--- src/rtl/man_coord_gen.sv ---
// Raster coordinate generator: walks an HRES x VRES frame and issues one (x, y, address) per handshake.
// Optional MAN_COORD_GEN_EOL_EN adds the registered end-of-line flag out_eol.
module man_coord_gen #(
    parameter int unsigned FPW  = 54,
    parameter int unsigned HRES = 800,
    parameter int unsigned VRES = 600,
    parameter int unsigned AW   = 19
) (
    input  logic           clk,
    input  logic           rst,
    input  logic           man_init,
    output logic           man_done,
    input  logic [FPW-1:0] man_x0,
    input  logic [FPW-1:0] man_y0,
    input  logic [FPW-1:0] man_xs,
    input  logic [FPW-1:0] man_ys,
    output logic           busy,
    output logic           out_vld,
    input  logic           out_rdy,
    output logic [FPW-1:0] out_x,
    output logic [FPW-1:0] out_y,
    output logic [AW-1:0]  out_adr
`ifdef MAN_COORD_GEN_EOL_EN
    ,
    output logic           out_eol
`endif
);

    localparam int unsigned IW = (HRES > 1) ? $clog2(HRES) : 1;
    localparam int unsigned JW = (VRES > 1) ? $clog2(VRES) : 1;

    typedef enum logic [1:0] {IDLE, RUN, DONE} state_t;

    state_t         state_q, state_d;
    logic [FPW-1:0] x0_q, x0_d, xs_q, xs_d, ys_q, ys_d;
    logic [FPW-1:0] x_q, x_d, y_q, y_d;
    logic [AW-1:0]  adr_q, adr_d;
    logic [IW-1:0]  i_q, i_d;
    logic [JW-1:0]  j_q, j_d;
    logic           vld_q, vld_d, done_q, done_d, busy_q, busy_d;
`ifdef MAN_COORD_GEN_EOL_EN
    logic           eol_q, eol_d;
`endif

    logic accept_c, last_col_c, last_row_c;

    assign accept_c   = vld_q & out_rdy;
    assign last_col_c = (i_q == IW'(HRES - 1));
    assign last_row_c = (j_q == JW'(VRES - 1));

    // Next-state: init wins over everything, including a same-cycle accept.
    always_comb begin
        state_d = state_q;
        x0_d    = x0_q;
        xs_d    = xs_q;
        ys_d    = ys_q;
        x_d     = x_q;
        y_d     = y_q;
        adr_d   = adr_q;
        i_d     = i_q;
        j_d     = j_q;
        vld_d   = vld_q;
        done_d  = done_q;
        busy_d  = busy_q;
`ifdef MAN_COORD_GEN_EOL_EN
        eol_d   = eol_q;
`endif
        if (man_init) begin
            state_d = RUN;
            x0_d    = man_x0;
            xs_d    = man_xs;
            ys_d    = man_ys;
            x_d     = man_x0;
            y_d     = man_y0;
            adr_d   = '0;
            i_d     = '0;
            j_d     = '0;
            vld_d   = 1'b1;
            done_d  = 1'b0;
            busy_d  = 1'b1;
`ifdef MAN_COORD_GEN_EOL_EN
            eol_d   = (HRES == 1);
`endif
        end else begin
            case (state_q)
                RUN: begin
                    if (accept_c) begin
                        if (last_col_c && last_row_c) begin
                            state_d = DONE;
                            vld_d   = 1'b0;
                            done_d  = 1'b1;
                            busy_d  = 1'b0;
`ifdef MAN_COORD_GEN_EOL_EN
                            eol_d   = 1'b0;
`endif
                        end else if (last_col_c) begin
                            i_d   = '0;
                            j_d   = j_q + JW'(1);
                            x_d   = x0_q;
                            y_d   = y_q + ys_q;
                            adr_d = adr_q + AW'(1);
`ifdef MAN_COORD_GEN_EOL_EN
                            eol_d = (HRES == 1);
`endif
                        end else begin
                            i_d   = i_q + IW'(1);
                            x_d   = x_q + xs_q;
                            adr_d = adr_q + AW'(1);
`ifdef MAN_COORD_GEN_EOL_EN
                            eol_d = ((i_q + IW'(1)) == IW'(HRES - 1));
`endif
                        end
                    end
                end
                default: ;
            endcase
        end
    end

    always_ff @(posedge clk or posedge rst) begin
        if (rst) begin
            state_q <= IDLE;
            x0_q    <= '0;
            xs_q    <= '0;
            ys_q    <= '0;
            x_q     <= '0;
            y_q     <= '0;
            adr_q   <= '0;
            i_q     <= '0;
            j_q     <= '0;
            vld_q   <= 1'b0;
            done_q  <= 1'b0;
            busy_q  <= 1'b0;
`ifdef MAN_COORD_GEN_EOL_EN
            eol_q   <= 1'b0;
`endif
        end else begin
            state_q <= state_d;
            x0_q    <= x0_d;
            xs_q    <= xs_d;
            ys_q    <= ys_d;
            x_q     <= x_d;
            y_q     <= y_d;
            adr_q   <= adr_d;
            i_q     <= i_d;
            j_q     <= j_d;
            vld_q   <= vld_d;
            done_q  <= done_d;
            busy_q  <= busy_d;
`ifdef MAN_COORD_GEN_EOL_EN
            eol_q   <= eol_d;
`endif
        end
    end

    assign man_done = done_q;
    assign busy     = busy_q;
    assign out_vld  = vld_q;
    assign out_x    = x_q;
    assign out_y    = y_q;
    assign out_adr  = adr_q;
`ifdef MAN_COORD_GEN_EOL_EN
    assign out_eol  = eol_q;
`endif

endmodule
--- config.mk ---
export PLATFORM = sky130hd
export DESIGN_NAME = man_coord_gen
export DESIGN_NICKNAME = d
export VERILOG_FILES = /design/src/rtl/man_coord_gen.sv
export SDC_FILE = /design/constraint.sdc
export NUM_CORES = 1
export LEC_CHECK = 0
export ABC_AREA = 1
export ABC_CLOCK_PERIOD_IN_PS = 9530
export BUFFER_PORTS_ARGS = -buffer_cell sky130_fd_sc_hd__buf_4
export CAP_MARGIN = 20
export CORE_MARGIN = 4
export CORE_UTILIZATION = 40
export DETAILED_ROUTE_END_ITERATION = 12
export SLEW_MARGIN = 25
export SYNTH_ARGS = -nofsm -noshare
export SYNTH_HDL_FRONTEND = slang
export SYNTH_SLANG_ARGS = --single-unit
--- constraint.sdc ---
create_clock -name clk -period 9.53 [get_ports clk]
set_clock_uncertainty 0.1 [all_clocks]
set_input_delay 0.4765 -clock clk [delete_from_list [all_inputs] [get_ports clk]]
set_output_delay 0.4765 -clock clk [all_outputs]
set_load 0.005 [all_outputs]
==> results.sh <==
export IMPL_synth_seq_area_share_pct=36.2
export IMPL_finalSetupTns_ns=0
export IMPL_htree_levels=2
export IMPL_cts_resized=0
export IMPL_hold_violations=0
export IMPL_grt_overflow=0
export IMPL_grt_max_degree=97
export IMPL_ys_top_cells_by_area="dfrtp_1 36%, nand2_1 21%, ha_1 6.3%"
export IMPL_cts_setup_buffers=0
export IMPL_ys_warn_count=0
export IMPL_worst_slew_pin_slew_ns=1.09
export IMPL_drt_wl_total_mm=78.0
export IMPL_clkLatencyLatePin_ns=0.58
export IMPL_synth_largest_area_cell="dfrtp_1"
export IMPL_rsz0062_at_grt="no"
export IMPL_synth_xor_area_share_pct=2.40
export IMPL_rows=84
export IMPL_instances_no_fill=4368
export IMPL_n_antenna_cell=0
export IMPL_dp_hpwl_mm=60.7
export IMPL_rr_startpoint="i_q[6]"
export IMPL_holdPathStages=3
export IMPL_remaining_drc_errors=0
export IMPL_wl_per_cell_um=17.9
export IMPL_place_area_mm2=0.0247
export IMPL_final_common_cell="nand2_1"
export IMPL_io_buffers=349
export IMPL_finish_net_count=3982
export IMPL_synth_cell_types=39
export IMPL_finalCriticalPeriod_ns=4.27
export IMPL_gp_congestion=0.976
export IMPL_grt_first_pass_wirelength_mm=121
export IMPL_cp_startpoint="i_q[6]"
export IMPL_startpoint_type="flip-flop"
export IMPL_synth_compound_area_share_pct=12.3
export IMPL_cap_violations=0
export IMPL_fp_dieH_um=240
export IMPL_antenna_found_initial=0
export IMPL_cp_end_kind="flip-flop"
export IMPL_synth_top_family_by_area="simple AND/OR/NAND/NOR gates"
export IMPL_maxSlewHeadroom_pct=26.4
export IMPL_peakVddDrop_mv=0.124
export IMPL_die_area_mm2=0.0575
export IMPL_initial_core_util_pct=40.7
export IMPL_dp_cells=4220
export IMPL_syn_avg_cell_area_um2=6.59
export IMPL_cp_max_fo=60
export IMPL_status="completed"
export IMPL_syn_inst=3263
export IMPL_grt_pass1_vias=22007
export IMPL_synth_mux_area_share_pct=0.0931
export IMPL_power_density_mw_per_mm2=201
export IMPL_drt_initial_drc_count=1509
export IMPL_netlist_area_mm2=0.0215
export IMPL_critPathRequiredTime_ns=9.87
export IMPL_finalWorstSetupSlack_ns=5.26
export IMPL_synth_simple_area_share_pct=34.3
export IMPL_vias_per_cell=5.11
export IMPL_areaGrowthSynthToFinish_pct=24.8
export IMPL_num_vias=22329
export IMPL_gr_usage_all_layers_pct=26.6
export IMPL_hp_start="man_x0[30]"
export IMPL_layout_common_cells="1209 x nand2_1, 360 x buf_4, 350 x inv_1"
export IMPL_synthAdderAreaFrac_pct=6.53
export IMPL_die_width_um=240
export IMPL_hold_path_class="in2reg"
export IMPL_cts_sinks=311
export IMPL_cts_tree="yes"
export IMPL_leakagePower_uw=0.0141
export IMPL_r2r_cells=12
export IMPL_fin_util_pct=50.8
export IMPL_ant_nets=0
export IMPL_cts_root_buf="clkbuf_16"
export IMPL_cts_path_max_buffers=3
export IMPL_core_area_mm2=0.0529
export IMPL_cts_made_buffers=38
export IMPL_drive_above_1_share_pct=11.8
export IMPL_finalSetupViolCount=0
export IMPL_clkTransAtPathRegs_ns=0.06
export IMPL_synth_top_area_share_pct=36.2
export IMPL_critical_path_class="reg2reg"
export IMPL_ios=350
export IMPL_slew_viol_final=0
export IMPL_fin_area_mm2=0.0268
export IMPL_synth_seq_cells=311
export IMPL_cp_arrival_ns=4.61
export IMPL_place_ws_ns=5.23
export IMPL_dr_pass1_iters=6
export IMPL_synth_nets=3594
export IMPL_period_share_pct=44.8
export IMPL_fmax_mhz=234
## cell families (layout without fill, tap and decap cells)
kind of cell,Yosys count,count (layout)
simple gates,1839,1839
compound gates,494,494
buf+inv,447,864
flops,311,311
fa+ha+maj,111,111
xor+xnor,59,59
mux,2,2
## metrics by stage
step | power [uW] | hold slack [ns]
finish | 5380 | 0.0243
global route | 5740 | 0.0199
CTS | 5410 | 0.00156
detailed placement | 3770 | 0.355
global placement | 3770 | 0.350
floorplan | 2960 | 0.336
## final timing paths
check	endpoint	slack, ns
max in group asynchronous	out_x[41]	6.92
min in group asynchronous	out_adr[4]	0.40
max	j_q[3]	5.26
min	x0_q[30]	0.02
max reg2reg	j_q[3]	5.26
min reg2reg	x0_q[36]	0.37
## cells in the mapped netlist
| cell | number |
|---|---|
| a21boi_0 | 5 |
| o21ai_0 | 229 |
| xnor2_1 | 12 |
| xor2_1 | 47 |
| buf_2 | 15 |
| buf_1 | 4 |
| nand2_2 | 4 |
| o22ai_1 | 1 |
| fa_1 | 2 |
| o21bai_1 | 27 |
| o21a_1 | 7 |
| dfrtp_1 | 311 |
| inv_1 | 351 |
| nand4_1 | 44 |
| nor3_2 | 1 |
| a41oi_1 | 1 |
| a31oi_1 | 1 |
| nand3b_1 | 7 |
| mux2i_1 | 2 |
| o31ai_1 | 12 |
| or2_2 | 1 |
| a21oi_1 | 193 |
| inv_2 | 4 |
| nor4_2 | 1 |
| buf_6 | 3 |
| nor2_4 | 1 |
| o21ai_1 | 1 |
| o211ai_1 | 16 |
| clkbuf_1 | 62 |
| ha_1 | 109 |
| a21o_1 | 1 |
| nand3_1 | 188 |
| nand2_4 | 1 |
| and2_1 | 1 |
| nor3_1 | 38 |
| nor2_1 | 337 |
| buf_4 | 8 |
| nor4_1 | 6 |
| nand2_1 | 1209 |
## worst max-delay path, cell delays in order (launching register included)
cell and delay, ns:
dfrtp_1 0.41, nor4_2 0.34, nand3_1 0.17, nor2_4 0.10, buf_4 0.50, nand2_2 0.19, nand2_4 0.21, nand2_2 0.50
nand2_4 0.61, buf_4 0.61, o21ai_0 0.16, nand2_1 0.09, nor2_1 0.05
## final cells by class
type | count | area [um2]
clock buffer | 50 | 1040
clock inverter | 19 | 327
fill | 5423 | 26000
inverter | 355 | 1350
multi-input combinational | 2505 | 12000
sequential | 311 | 7780
tap | 688 | 861
timing repair buffer | 440 | 3510
## sequential cells by signal, summed over array words and instances, names as in the netlist
signal	count
x0_q	54
out_x	54
out_adr	19
ys_q	54
i_q	10
xs_q	54
j_q	10
out_y	54
state_q	2
## metal layers
layer,GRT usage [%],wire [um],vias up
met2,44.8,36800,661
met5,0,0,-
li1,-,-,11232
met1,35.0,34000,10285
met4,10.3,3110,0
met3,3.29,4130,151
## power by group
group / switching [uW] / internal [uW] / leakage [uW]
combinational: 1350 / 788 / 0.00958
sequential: 177 / 1490 / 0.00384
clock: 614 / 965 / 0.000659
## repair_timing
item,CTS,global route
hold buffers,79,0
endpoints found under the setup margin,0,0
endpoints found under the hold margin,147,0
No activity file was read; power rests on OpenSTA's default activity.
